File: config.mk
export PLATFORM = sky130hd
export DESIGN_NAME = paddle_ctrl
export DESIGN_NICKNAME = d
export VERILOG_FILES = /design/src/rtl/pong_pkg.sv /design/src/rtl/btn_debounce.sv /design/src/rtl/paddle_ctrl.sv
export SDC_FILE = /design/constraint.sdc
export NUM_CORES = 1
export LEC_CHECK = 0
export CORE_ASPECT_RATIO = 0.7
export CORE_MARGIN = 2
export CORE_UTILIZATION = 46
export CTS_BUF_LIST = sky130_fd_sc_hd__clkbuf_16
export CTS_CLUSTER_DIAMETER = 120
export DETAILED_ROUTE_END_ITERATION = 10
export PLACE_DENSITY = 0.65
export REMOVE_ABC_BUFFERS = 1
export SETUP_SLACK_MARGIN = 0.05
export SYNTH_ARGS = -nofsm -noshare
export SYNTH_HDL_FRONTEND = slang
export SYNTH_SLANG_ARGS = --single-unit
export TNS_END_PERCENT = 20
File: constraint.sdc
create_clock -name clk -period 2.65 [get_ports clk]
set_input_delay 0.6625 -clock clk [delete_from_list [all_inputs] [get_ports clk]]
set_output_delay 0.6625 -clock clk [all_outputs]
set_load 0.1 [all_outputs]
File: src/rtl/pong_pkg.sv
// Shared Pong geometry constants and the paddle position type.
package pong_pkg;

   localparam int unsigned SCREEN_W   = 32'd640;
   localparam int unsigned SCREEN_H   = 32'd480;
   localparam int unsigned PADDLE_H   = 32'd64;
   localparam int unsigned PADDLE_Y_W = 32'd10;
   localparam int unsigned BALL_POS_W = 32'd11;

   typedef logic [PADDLE_Y_W-1:0] paddle_y_t;

endpackage

File: src/rtl/btn_debounce.sv
// Two-flop synchroniser plus stable-time debouncer for one raw push-button.
// The debounced level changes only after the synchronised input differs for DEBOUNCE_CYC cycles.
module btn_debounce #(
   parameter int unsigned DEBOUNCE_CYC = 32'd250000
) (
   input  logic clk,
   input  logic reset,
   input  logic btn_i,
   output logic btn_o
);

   localparam int unsigned   CW       = (DEBOUNCE_CYC > 32'd1) ? $clog2(DEBOUNCE_CYC) : 32'd1;
   localparam logic [CW-1:0] CNT_LAST = CW'(DEBOUNCE_CYC - 32'd1);

   logic          sync1_q;
   logic          sync2_q;
   logic          db_q;
   logic          db_d;
   logic [CW-1:0] cnt_q;
   logic [CW-1:0] cnt_d;

   // Stable counter: restarts whenever the synchronised level agrees with the accepted one.
   always_comb begin
      db_d  = db_q;
      cnt_d = '0;
      if (sync2_q == db_q) begin
         cnt_d = '0;
      end else if (cnt_q == CNT_LAST) begin
         db_d  = sync2_q;
         cnt_d = '0;
      end else begin
         cnt_d = cnt_q + CW'(1'b1);
      end
   end

   // Synchroniser, counter and accepted level registers.
   always_ff @(posedge clk) begin
      if (reset) begin
         sync1_q <= 1'b0;
         sync2_q <= 1'b0;
         db_q    <= 1'b0;
         cnt_q   <= '0;
      end else begin
         sync1_q <= btn_i;
         sync2_q <= sync1_q;
         db_q    <= db_d;
         cnt_q   <= cnt_d;
      end
   end

   assign btn_o = db_q;

endmodule

File: src/rtl/paddle_ctrl.sv
// Paddle controller: debounced up/down buttons move the paddle top edge once per movement tick.
// Define PADDLE_ACCEL_EN to double the step after 8 consecutive same-direction moves.
module paddle_ctrl #(
   parameter int unsigned SCREEN_H     = pong_pkg::SCREEN_H,
   parameter int unsigned PADDLE_H     = pong_pkg::PADDLE_H,
   parameter int unsigned STEP         = 32'd4,
   parameter int unsigned TICK_DIV     = 32'd416667,
   parameter int unsigned DEBOUNCE_CYC = 32'd250000,
   parameter int unsigned RESET_Y      = (SCREEN_H - PADDLE_H) / 32'd2
) (
   input  logic                clk,
   input  logic                reset,
   input  logic                btn_up,
   input  logic                btn_down,
   input  logic                freeze,
   input  logic                recentre,
   output pong_pkg::paddle_y_t paddle_y,
   output logic                moving
);

   import pong_pkg::*;

   localparam int unsigned   TW        = (TICK_DIV > 32'd1) ? $clog2(TICK_DIV) : 32'd1;
   localparam logic [TW-1:0] TICK_LAST = TW'(TICK_DIV - 32'd1);
   localparam logic [10:0]   YMAX_X    = 11'(SCREEN_H - PADDLE_H);
   localparam logic [10:0]   STEP_X    = 11'(STEP);
   localparam paddle_y_t     RESET_Y_V = paddle_y_t'(RESET_Y);

   logic          up_db_s;
   logic          dn_db_s;
   logic          up_s;
   logic          dn_s;
   logic          move_tick_s;
   logic [TW-1:0] tick_q;
   logic [TW-1:0] tick_d;
   logic [10:0]   y_x_s;
   logic [10:0]   step_s;
   logic [10:0]   y_mv_s;
   paddle_y_t     paddle_y_q;
   paddle_y_t     paddle_y_d;
   logic          moving_q;
   logic          moving_d;

`ifdef PADDLE_ACCEL_EN
   localparam logic [10:0] STEP2_X  = 11'(2 * STEP);
   localparam logic [3:0]  RUN_FAST = 4'd8;

   logic [3:0] run_q;
   logic [3:0] run_d;
   logic       run_dn_q;
   logic       run_dn_d;
`endif

   btn_debounce #(.DEBOUNCE_CYC(DEBOUNCE_CYC)) u_db_up (
      .clk   (clk),
      .reset (reset),
      .btn_i (btn_up),
      .btn_o (up_db_s)
   );

   btn_debounce #(.DEBOUNCE_CYC(DEBOUNCE_CYC)) u_db_dn (
      .clk   (clk),
      .reset (reset),
      .btn_i (btn_down),
      .btn_o (dn_db_s)
   );

   // Free-running movement tick divider; freeze does not stop it.
   always_comb begin
      move_tick_s = (tick_q == TICK_LAST);
      if (move_tick_s) begin
         tick_d = '0;
      end else begin
         tick_d = tick_q + TW'(1'b1);
      end
   end

   // Candidate position for this tick, computed in 11 bits and clamped to [0, YMAX].
   always_comb begin
      up_s   = up_db_s & ~dn_db_s;
      dn_s   = dn_db_s & ~up_db_s;
      y_x_s  = {1'b0, paddle_y_q};
      step_s = STEP_X;
`ifdef PADDLE_ACCEL_EN
      if ((run_q == RUN_FAST) && (run_dn_q == dn_s) && (up_s || dn_s)) begin
         step_s = STEP2_X;
      end else begin
         step_s = STEP_X;
      end
`endif
      if (up_s) begin
         if (y_x_s < step_s) begin
            y_mv_s = '0;
         end else begin
            y_mv_s = y_x_s - step_s;
         end
      end else if (dn_s) begin
         if (y_x_s > (YMAX_X - step_s)) begin
            y_mv_s = YMAX_X;
         end else begin
            y_mv_s = y_x_s + step_s;
         end
      end else begin
         y_mv_s = y_x_s;
      end
   end

   // Position update: recentre beats everything, then freeze, then the tick move.
   always_comb begin
      paddle_y_d = paddle_y_q;
      moving_d   = 1'b0;
      if (recentre) begin
         paddle_y_d = RESET_Y_V;
         moving_d   = 1'b0;
      end else if (move_tick_s && !freeze) begin
         paddle_y_d = paddle_y_t'(y_mv_s);
         moving_d   = (y_mv_s != y_x_s);
      end else begin
         paddle_y_d = paddle_y_q;
         moving_d   = 1'b0;
      end
   end

   // Tick counter, position and moving-flag registers.
   always_ff @(posedge clk) begin
      if (reset) begin
         tick_q     <= '0;
         paddle_y_q <= RESET_Y_V;
         moving_q   <= 1'b0;
      end else begin
         tick_q     <= tick_d;
         paddle_y_q <= paddle_y_d;
         moving_q   <= moving_d;
      end
   end

`ifdef PADDLE_ACCEL_EN
   // Run length of consecutive same-direction move ticks, saturating at RUN_FAST.
   always_comb begin
      run_d    = run_q;
      run_dn_d = run_dn_q;
      if (recentre) begin
         run_d = '0;
      end else if (move_tick_s) begin
         if (freeze || !(up_s || dn_s)) begin
            run_d = '0;
         end else if ((run_q != 4'd0) && (run_dn_q == dn_s)) begin
            run_d = (run_q == RUN_FAST) ? RUN_FAST : (run_q + 4'd1);
         end else begin
            run_d    = 4'd1;
            run_dn_d = dn_s;
         end
      end else begin
         run_d = run_q;
      end
   end

   // Accelerator run-count registers.
   always_ff @(posedge clk) begin
      if (reset) begin
         run_q    <= '0;
         run_dn_q <= 1'b0;
      end else begin
         run_q    <= run_d;
         run_dn_q <= run_dn_d;
      end
   end
`endif

   assign paddle_y = paddle_y_q;
   assign moving   = moving_q;

endmodule

==> results by group, run 1 <==
Timing
  • Max frequency: 0.4240 GHz
  • Number of pins exceeding their max-slew limit in the final report: 0
  • Transition time at the pin with the least slew margin: 573.8 ps
  • Period minus WS final: 2359 ps
  • Post-route setup TNS: 0 ps
  • Min Hold Slack: 447.8 ps
  • Setup repair after global routing missed its margin: false
  • Number of hold violations in the final report: 0
  • Ratio of final minimum period to clock period: 89.00%
  • Relative slew margins: 61.74%
  • Final setup slack of the worst path: 291.4 ps
  • Number of setup violations in the final report: 0
  • Clock tree skew after final layout: 3.702 ps

Floorplanning
  • DIE WIDTH: 108.6 um
  • Initial core utilization: 47.92%
  • Overall die height: 77.23 um
  • Total I/O pin count: 17
  • Placeable core region: 7352 um2
  • Number of placement rows: 26
  • Floorplan die area: 8387 um2

Logic synthesis
  • Sequential element share of the synthesized area: 40.91%
  • FFs w/ async S/R, synth: 0%
  • Post-synth design cell area: 3523 um2
  • Number of storage elements in the synthesis netlist: 72
  • Post-synthesis cell count: 436
  • Number of enable-type register cells in the synthesized netlist: 0
  • Number of distinct library cells after synthesis: 45
  • Post-Synthesis Mean Instance Area: 8.081 um2
  • Synth warn: 0
  • Post-synth top flop: dfxtp_1

Setup path
  • Worst Setup Start Kind: flip-flop
  • Kind of end point of the critical path: flip-flop
  • Slowest stage cell, crit path: a2111oi_0
  • Biggest fanout along the worst timing path: 6
  • Worst setup slack for register-to-register paths: 290 ps
  • Required time of the critical path: 2840 ps
  • Sequence of cells on the critical path: ha_1, o211ai_1, a21o_1, xnor2_1, a22o_1, a2111oi_0, buf_4, a211oi_1
  • Startpoint-to-endpoint class of the critical path: reg2reg
  • Worst path arrival time: 2550 ps
  • Delay contributed by the slowest stage of the critical path: 460 ps

Cells and area
  • Number of fill cells: 695
  • Final design utilization: 55.31%
  • Layout overhead on the synthesized area: 15.41%
  • Proportion of layout cells with a drive suffix above 1: 9.544%
  • Final standard cell area without fillers: 4066 um2
  • Final std cells w/o fill: 559
  • Final antenna diode count: 0
  • Layout Nets: 469

Power
  • Worst supply voltage drop on vdd: 0.4035 mV
  • PD cells: 537.6 nW/um2
  • LEAKAGE: 1.358 nW
  • Final total power: 2.186 mW

Outcome
  • Outcome: complete, no violations

Clocking
  • H-tree levels: 3
  • Clock network latency to the later pin of the worst-skew pair: 330 ps
  • Count of instances resized after the clock tree is built: 0
  • Cell at the root of the clock tree: clkbuf_16
  • Post-CTS setup repair buffer count: 0
  • Cts bufs inserted: 9
  • Hold buffer count at cts: 0
  • CTS tree: yes
  • Max clock buf depth: 2
  • Clock tree sinks: 72
  • CTS clock-pin slew for the worst setup and hold paths: 60 ps

Global route
  • Overall fraction of global-route tracks in use: 19.82%
  • Antenna violations before repair: 0
  • Wire length of the first global-routing pass: 13,300 um
  • Pin count of the biggest net entering global routing: 19
  • GRT Residual Overflow: 0
  • Vias in the first global route: 2,829

Route
  • Total wire length: 7514 um
  • Initial DRC count: 238
  • Routed wire per std cell: 13.44 um
  • Met1 layer wirelength in the final routing: 3916 um
  • Number of DRC violations after detailed routing: 0
  • Met2 Wirelength: 3077 um
  • Routed met3 length: 430 um
  • Via/cell ratio: 5.469
  • Vias after detailed routing: 3,057
  • Final antenna-violating net count: 0
  • Number of detailed-routing iterations run before antenna repair: 5
  • Max layer used: met4

Job
  • Max-Cap Viols: 0

Place
  • Final weighted congestion in routability-driven placement: 0.9644
  • DP Area: 3811 um2
  • Placed Cells: 544
  • Post-detailed-placement half-perimeter wirelength: 5371 um
  • Quantity of I/O buffers inserted on ports: 16
  • Pre-CTS WS: 280.2 ps

Min path
  • Type of the most critical hold path: reg2reg
==> cells in the final DEF (no fill, tap or decap), types with 5 or more instances in the layout <==
cell type | Yosys | layout
nor2b_1 | 7 | 7
clkdlybuf4s50_1 | 0 | 5
or3_1 | 11 | 11
ha_1 | 6 | 6
xor2_1 | 26 | 26
nor2_1 | 87 | 87
inv_1 | 10 | 12
dfxtp_1 | 72 | 72
buf_4 | 0 | 26
nand4_1 | 14 | 14
nand3_1 | 24 | 24
a31oi_1 | 6 | 6
nor3_1 | 12 | 12
clkbuf_16 | 0 | 9
nand2_1 | 27 | 27
and3_1 | 9 | 9
o21ai_0 | 13 | 13
xnor2_1 | 24 | 24
a21oi_1 | 18 | 18
==> report_power, final <==
| part | switching [mW] | total, mW | internal, mW |
|---|---|---|---|
| sequential | 0.00625 | 1.10 | 1.09 |
| clock | 0.437 | 1.05 | 0.615 |
| combinational | 0.0206 | 0.0375 | 0.0169 |
| total | 0.463 | 2.19 | 1.72 |
==> flip-flops by register name, summed over array words and instances, names as in the netlist <==
register         count
tick_q              19
u_db_up.cnt_q       18
u_db_up.sync1_q      1
u_db_dn.cnt_q       18
moving               1
u_db_dn.sync1_q      1
u_db_up.sync2_q      1
u_db_dn.btn_o        1
paddle_y            10
u_db_dn.sync2_q      1
u_db_up.btn_o        1
==> final timing paths <==
check,endpoint,start,depth (start not counted)
worst max-delay path,moving,paddle_y[2],8
worst min-delay path,u_db_dn.sync2_q,u_db_dn.sync1_q,1
worst max register to register,moving,paddle_y[2],8
worst min register to register,u_db_dn.sync2_q,u_db_dn.sync1_q,1
==> cell families after synthesis <==
kind of cell	Yosys count	synth area share (%)
compound gates	57	10.19
fa+ha+maj	6	2.131
flops	72	40.91
simple gates	216	29.87
xor+xnor	50	12.43
buf+inv	31	3.338
mux	4	1.136
==> metal layers <==
layer / up-vias / GRT usage, %
met5: - / 0
met4: 0 / 6.026
met3: 13 / 6.293
met2: 78 / 27.94
met1: 1420 / 28.56
li1: 1546 / -
==> worst max-delay path, delay by kind of cell (launching register included) <==
kind / cells / cell delay (ps)
xor+xnor: 1 / 120
flops: 1 / 410
fa+ha+maj: 1 / 350
buf+inv: 1 / 190
compound gates: 5 / 1160
==> synthesized netlist by cell type, types with 2 or more instances <==
library cell	n	area, um2
o21ai_0	13	65.06
and3_1	9	56.30
nor4_1	2	12.51
a211oi_1	2	15.01
ha_1	6	75.07
o31ai_1	2	15.01
xor2_1	26	227.7
and2_1	3	18.77
clkbuf_1	17	63.81
or4_1	4	30.03
nor2b_1	7	43.79
mux2i_1	4	40.04
a2111oi_0	2	17.52
or2_2	3	18.77
and4_1	3	26.28
nor4b_1	4	35.03
buf_1	3	11.26
dfxtp_1	72	1441
a21oi_1	18	90.09
nand2_1	27	101.4
nand2b_1	3	18.77
nor2_1	87	326.6
o32ai_1	2	17.52
nand3_1	24	120.1
or3_1	11	68.82
nor3_1	12	60.06
nand4_1	14	87.58
xnor2_1	24	210.2
o21bai_1	2	15.01
inv_1	10	37.54
a31oi_1	6	37.54
==> cell type report <==
cell class	instances	area, um2	area share (%)
Multi-Input combinational cell	333	1964	48.31
Clock inverter	6	30.03	0.7385
Sequential cell	72	1441	35.45
Inverter	10	37.54	0.9231
Clock buffer	9	225.2	5.538
Tap cell	98	122.6	3.015
Timing Repair Buffer	31	245.2	6.031
(Power assumes the default switching activity.)
==> run 2: changes to the inputs <==
--- a/config.mk
+++ b/config.mk
@@ -5,6 +5,7 @@
 export SDC_FILE = /design/constraint.sdc
 export NUM_CORES = 1
 export LEC_CHECK = 0
+export CAP_MARGIN = 15
 export CORE_ASPECT_RATIO = 0.7
 export CORE_MARGIN = 2
 export CORE_UTILIZATION = 46
@@ -16,5 +17,6 @@
 export SETUP_SLACK_MARGIN = 0.05
 export SYNTH_ARGS = -nofsm -noshare
 export SYNTH_HDL_FRONTEND = slang
+export SYNTH_HIERARCHICAL = 1
 export SYNTH_SLANG_ARGS = --single-unit
 export TNS_END_PERCENT = 20
==> run 2 against run 1 <==
  * Highest routed layer unchanged
  * Largest power group is now the clock network
  * Total power rose by 3.4%
  * Critical endpoint unchanged
  * Area after synthesis fell by 0.25%
  * Clock skew rose by 1.9 ps
  * Cell count fell by 4.7%
  * Hold slack got worse by 5.0 ps
  * Die area fell by 0.24%
  * Maximum frequency rose by 13%
  * Sequential power barely moved
  * Critical path type unchanged
  * Via count fell by 2.3%
==> results by group, run 2 <==
Outcome
  • Outcome: complete, no violations

Route
  • Number of detailed-routing iterations run before antenna repair: 4
  • Initial DRC count: 176
  • Number of DRC violations after detailed routing: 0
  • Routed wire per std cell: 14.46 um
  • Via/cell ratio: 5.604
  • Vias after detailed routing: 2,987
  • Total wire length: 7709 um
  • Final antenna-violating net count: 0

Setup path
  • Biggest fanout along the worst timing path: 10
  • Kind of end point of the critical path: flip-flop
  • Startpoint-to-endpoint class of the critical path: reg2reg
  • Required time of the critical path: 2880 ps
  • Worst setup slack for register-to-register paths: 560 ps
  • Critical R2R Capture: moving
  • Worst Setup Start Kind: flip-flop
  • Worst path arrival time: 2320 ps
  • Startpoint of the lowest-slack register-to-register path: paddle_y[3]
  • R2R cell count: 7
  • Launch point of the worst path: paddle_y[3]

Floorplanning
  • Overall die height: 77.13 um
  • Initial core utilization: 47.80%
  • Number of placement rows: 26
  • Floorplan die area: 8367 um2
  • Placeable core region: 7352 um2
  • Total I/O pin count: 17
  • DIE WIDTH: 108.5 um

Logic synthesis
  • Most used standard cell by instance count after synthesis: dfxtp_1
  • Post-Synthesis Mean Instance Area: 8.531 um2
  • Post-synthesis cell count: 412
  • Post-synth design cell area: 3515 um2
  • Number of enable-type register cells in the synthesized netlist: 0
  • Number of storage elements in the synthesis netlist: 72
  • Post-synth top flop: dfxtp_1
  • Cell accounting for the most synthesized area: dfxtp_1
  • Largest cells by area after synthesis: dfxtp_1, xnor2_1, nor2_1, nand3_1, xor2_1
  • Synth warn: 6
  • Sequential element share of the synthesized area: 41.01%
  • Most frequent cells after synthesis: dfxtp_1, nor2_1, xnor2_1
  • Share of Yosys cell area claimed by the top area cell type: 41.01%
  • FFs w/ async S/R, synth: 0%
  • Number of distinct library cells after synthesis: 58

Power
  • LEAKAGE: 1.242 nW
  • Final total power: 2.261 mW
  • PD cells: 563.7 nW/um2
  • Worst supply voltage drop on vdd: 0.4171 mV

Timing
  • Transition time at the pin with the least slew margin: 729.4 ps
  • Number of setup violations in the final report: 0
  • Relative slew margins: 51.37%
  • Ratio of final minimum period to clock period: 78.70%
  • Number of hold violations in the final report: 0
  • Post-route setup TNS: 0 ps
  • Period minus WS final: 2086 ps
  • Setup repair after global routing missed its margin: false
  • Clock tree skew after final layout: 5.559 ps
  • Number of pins exceeding their max-slew limit in the final report: 0
  • Max frequency: 0.4795 GHz
  • Min Hold Slack: 442.9 ps

Cells and area
  • Number of fill cells: 712
  • Largest registers in the final layout: tick_q x19, u_db_dn/cnt_q x18, u_db_up/cnt_q x18
  • Layout overhead on the synthesized area: 14.13%
  • Leading cell type in the layout, fill and taps excluded: dfxtp_1
  • Commonest non-fill, non-tap cells in the layout: dfxtp_1, nor2_1, xnor2_1
  • Largest register FFs: 19
  • Layout Nets: 442
  • Final antenna diode count: 0
  • Proportion of layout cells with a drive suffix above 1: 10.57%
  • Reg with most FFs: tick_q

Clocking
  • Max clock buf depth: 2
  • Clock network latency to the later pin of the worst-skew pair: 320 ps
  • Hold buffer count at cts: 0
  • Cell at the root of the clock tree: clkbuf_16
  • CTS tree: yes
  • Cts bufs inserted: 9
  • CTS clock-pin slew for the worst setup and hold paths: 50 ps
  • Count of instances resized after the clock tree is built: 0
  • Clock tree sinks: 72
  • H-tree levels: 3
  • Post-CTS setup repair buffer count: 0

Global route
  • GRT met3 Usage: 6.122%
  • Antenna violations before repair: 0
  • Vias in the first global route: 2,731
  • Pin count of the biggest net entering global routing: 20
  • GRT Residual Overflow: 0
  • Overall fraction of global-route tracks in use: 19.99%
  • Wire length of the first global-routing pass: 13,300 um
  • GR Layer Usage met1: 29.03%
  • Fraction of met2 tracks used by global routing: 27.94%
  • Gr busiest metal: met1

Min path
  • Hold path startpoint: u_db_up/sync1_q
  • Cells on Worst Hold Path: 1
  • Type of the most critical hold path: reg2reg
  • Worst Hold Path EP: u_db_up/sync2_q

Place
  • Quantity of I/O buffers inserted on ports: 16
  • Post-detailed-placement half-perimeter wirelength: 5397 um
  • Final weighted congestion in routability-driven placement: 0.9858

Job
  • Max-Cap Viols: 0
run 2: cell count changes after synthesis, moves of 5 or more:
cell,before,now
and3_1,9,4
xnor2_1,24,31
or3_1,11,6
nor2_1,87,62
a31oi_1,6,1
clkbuf_1,17,6
inv_1,10,15
nor4_1,2,11
xor2_1,26,12
run 2: cells by family after synthesis:
group                    synth area share [%]
flip-flops                              41.01
XOR/XNOR                                10.72
AND/OR/NAND/NOR                         31.79
AO/OA/AOI/OAI                           10.93
multiplexers                           0.2848
buffers and inverters                   3.133
adder cells (fa/ha/maj)                 2.136
run 2: worst max-delay path, cell delays in order, from the launching register on:
cell and delay, ps:
dfxtp_1 540, inv_1 130, ha_1 350, nor3b_1 320, a21oi_1 90, o2111ai_1 230
a221oi_2 90, a211oi_1 250
run 2: final cells by class:
type                    count  area [um2]  share of cell area, %
multi-input cells         314        1963                  48.94
flip-flops and latches     72        1441                  35.93
clock buffers               9       225.2                  5.614
repair buffers             18       147.6                  3.681
well taps                  98       122.6                  3.057
inverters                  15       56.30                  1.404
clock inverters             7       55.05                  1.372
run 2: report_power, final:
group / internal, mW / leakage, nW / switching, mW
registers: 1.09 / 0.581 / 0.00603
clock network: 0.711 / 0.147 / 0.415
logic: 0.0162 / 0.514 / 0.0225
total: 1.82 / 1.24 / 0.444
run 2: routing by layer:
| metal | part of all wire [%] | wire, um |
|---|---|---|
| met1 | 50 | 3891 |
| met2 | 43 | 3311 |
| met3 | 5.8 | 450 |
| met4 | 0.71 | 55 |
| met5 | 0 | 0 |
run 2: worst max path at each step:
stage                              to  slack (ps)  cells after the start
finish                         moving         560                      7
detailed placement  u_db_up/cnt_q[11]         480                      4
global route                   moving         350                      7
floorplan                      moving          40                      6
global placement    u_db_dn/cnt_q[13]         540                      4
CTS                            moving         590                      7
run 2: per-stage QoR:
step           util (%)  area (um2)  instances  worst slack [ps]
2_1_floorplan         -        3461        401             38.23
3_3_place_gp      50.75        3731        517             542.8
3_5_place_dp      50.75        3731        517             476.0
4_1_cts           54.56        4011        533             585.4
5_1_grt           54.56        4011        533             352.0
6_report          54.56        4011        533             564.4
==> run 3: changes to the inputs <==
--- a/config.mk
+++ b/config.mk
@@ -12,7 +12,7 @@
 export CTS_BUF_LIST = sky130_fd_sc_hd__clkbuf_16
 export CTS_CLUSTER_DIAMETER = 120
 export DETAILED_ROUTE_END_ITERATION = 10
-export PLACE_DENSITY = 0.65
+export PLACE_DENSITY = 0.67
 export REMOVE_ABC_BUFFERS = 1
 export SETUP_SLACK_MARGIN = 0.05
 export SYNTH_ARGS = -nofsm -noshare
==> constraint.sdc (replaced) <==
create_clock -name clk -period 1.8 [get_ports clk]
set_input_delay 0.45 -clock clk [delete_from_list [all_inputs] [get_ports clk]]
set_output_delay 0.45 -clock clk [all_outputs]
set_load 0.1 [all_outputs]
==> run 3 against run 2 <==
  * Setup slack got worse by 520 ps
  * Die area did not move
  * Cell area rose by 28%
  * Maximum frequency rose by 19%
  * Register-to-register slack got worse by 520 ps
  * Sequential share of layout area fell by 7.2 points
  * Sequential cell count did not move
  * Hold slack improved by 8.2 ps
  * Count of clock-buffer cells in the layout did not move
  * Critical path type unchanged
==> results by group, run 3 (synthesis results as in run 2) <==
Route
  • Routed wire per std cell: 14.94 um
  • Total wire length: 9201 um
  • Final antenna-violating net count: 0
  • Number of detailed-routing iterations run before antenna repair: 4
  • Number of DRC violations after detailed routing: 0
  • Via/cell ratio: 5.477
  • Vias after detailed routing: 3,374
  • Initial DRC count: 209

Floorplanning
  • Placeable core region: 7352 um2
  • Total I/O pin count: 17
  • Number of placement rows: 26
  • Initial core utilization: 47.80%
  • DIE WIDTH: 108.5 um
  • Floorplan die area: 8367 um2
  • Overall die height: 77.13 um

Setup path
  • Required time of the critical path: 2020 ps
  • Worst path arrival time: 1980 ps
  • Biggest fanout along the worst timing path: 5
  • Worst Setup Start Kind: flip-flop
  • Kind of end point of the critical path: flip-flop
  • Startpoint-to-endpoint class of the critical path: reg2reg

Global route
  • Gr busiest metal: met2
  • GRT Residual Overflow: 0
  • Vias in the first global route: 3,257
  • Wire length of the first global-routing pass: 15,200 um
  • GR Layer Usage met1: 30.86%
  • Fraction of met2 tracks used by global routing: 34.50%
  • Overall fraction of global-route tracks in use: 23.09%
  • GRT met3 Usage: 7.568%
  • Antenna violations before repair: 0
  • Pin count of the biggest net entering global routing: 20

Clocking
  • CTS tree: yes
  • Max clock buf depth: 2
  • Cell at the root of the clock tree: clkbuf_16
  • Cts bufs inserted: 9
  • CTS clock-pin slew for the worst setup and hold paths: 60 ps
  • H-tree levels: 3
  • Clock network latency to the later pin of the worst-skew pair: 340 ps
  • Clock tree sinks: 72
  • Hold buffer count at cts: 0

Job
  • Max-Cap Viols: 0

Timing
  • Post-route setup TNS: 0 ps
  • Clock tree skew after final layout: 7.728 ps
  • Max frequency: 0.5685 GHz
  • Setup repair after global routing missed its margin: true
  • Min Hold Slack: 451.1 ps
  • Number of setup violations in the final report: 0
  • Ratio of final minimum period to clock period: 97.72%
  • Number of hold violations in the final report: 0
  • Period minus WS final: 1759 ps
  • Number of pins exceeding their max-slew limit in the final report: 0
  • Relative slew margins: 71.73%
  • Transition time at the pin with the least slew margin: 422.7 ps

Cells and area
  • Proportion of layout cells with a drive suffix above 1: 36.10%
  • Area taken by multi-input logic gates: 2185 um2
  • Final antenna diode count: 0
  • Sequential cell area: 1475 um2
  • Number of fill cells: 555
  • Leading cell type in the layout, fill and taps excluded: buf_4
  • Largest register FFs: 19
  • Layout overhead on the synthesized area: 45.99%
  • Reg with most FFs: tick_q
  • Commonest non-fill, non-tap cells in the layout: buf_4, nor2_1, dfxtp_1
  • Largest registers in the final layout: tick_q x19, u_db_dn/cnt_q x18, u_db_up/cnt_q x18
  • Layout Nets: 525

Power
  • PD cells: 727.4 nW/um2
  • LEAKAGE: 1.795 nW
  • Worst supply voltage drop on vdd: 0.6656 mV

Place
  • Quantity of I/O buffers inserted on ports: 16
  • Post-detailed-placement half-perimeter wirelength: 6290 um
  • Final weighted congestion in routability-driven placement: 0.9320

Min path
  • Type of the most critical hold path: reg2reg

Outcome
  • Outcome: complete, no violations
-- run 3: changes by cell type in the layout (fill, tap and decap cells not counted), moves of 4 or more --
cell | previous run | this run
buf_12 | 0 | 13
dfxtp_1 | 72 | 53
a21oi_1 | 20 | 13
a21oi_2 | 0 | 7
dfxtp_2 | 0 | 15
buf_6 | 0 | 4
dfxtp_4 | 0 | 4
buf_4 | 13 | 79
-- run 3: per-stage QoR --
stage	instance area (um2)	total power [mW]	setup WS (ps)	std cells	util, %
final	5131	3.732	41.00	616	69.79
after global routing	5131	3.847	-87.51	616	69.79
after CTS	4872	3.788	16.55	609	66.27
after detailed placement	4449	1.720	-60.80	591	60.52
after global placement	4449	1.719	-44.55	591	60.52
after floorplan	3461	1.678	-811.8	401	-
-- run 3: critical path: stages (launching register included) --
cell	delay, ps
dfxtp_4	370
or3_4	410
nor4_4	330
o2111ai_2	170
a221oi_2	260
a211oi_2	100
-- run 3: repair_timing --
| action | 4_1_cts | 5_1_grt |
|---|---|---|
| cloned | 0 | 0 |
| endpoints found under the setup margin | 15 | 43 |
| resized for setup | 19 | 54 |
| pin swaps | 6 | 17 |
| buffers inserted | 2 | 7 |
-- run 3: per-layer routing --
layer	wire, um	up-vias
met3	613	15
met4	132	0
met2	4245	102
li1	-	1682
met5	0	-
met1	4210	1575
-- run 3: area by class of cell --
type	instances	area share, %
sequential	72	28.75
tap	98	2.390
clock buffer	9	4.389
timing repair buffer	101	18.48
clock inverter	7	2.317
multi-input combinational	314	42.58
inverter	15	1.097
-- run 3: path summary, 6_finish.rpt --
kind | start | end | slack [ps] | cells past startpoint
max | paddle_y[6] | moving | 40 | 5
min | u_db_dn/sync1_q | u_db_dn/sync2_q | 450 | 1
max reg2reg | paddle_y[6] | moving | 40 | 5
min reg2reg | u_db_dn/sync1_q | u_db_dn/sync2_q | 450 | 1
-- run 3: power by group --
| group | switching, mW | internal, mW | total, mW |
|---|---|---|---|
| combinational | 0.0403 | 0.0365 | 0.0767 |
| clock | 0.695 | 1.35 | 2.05 |
| sequential | 0.00671 | 1.60 | 1.61 |
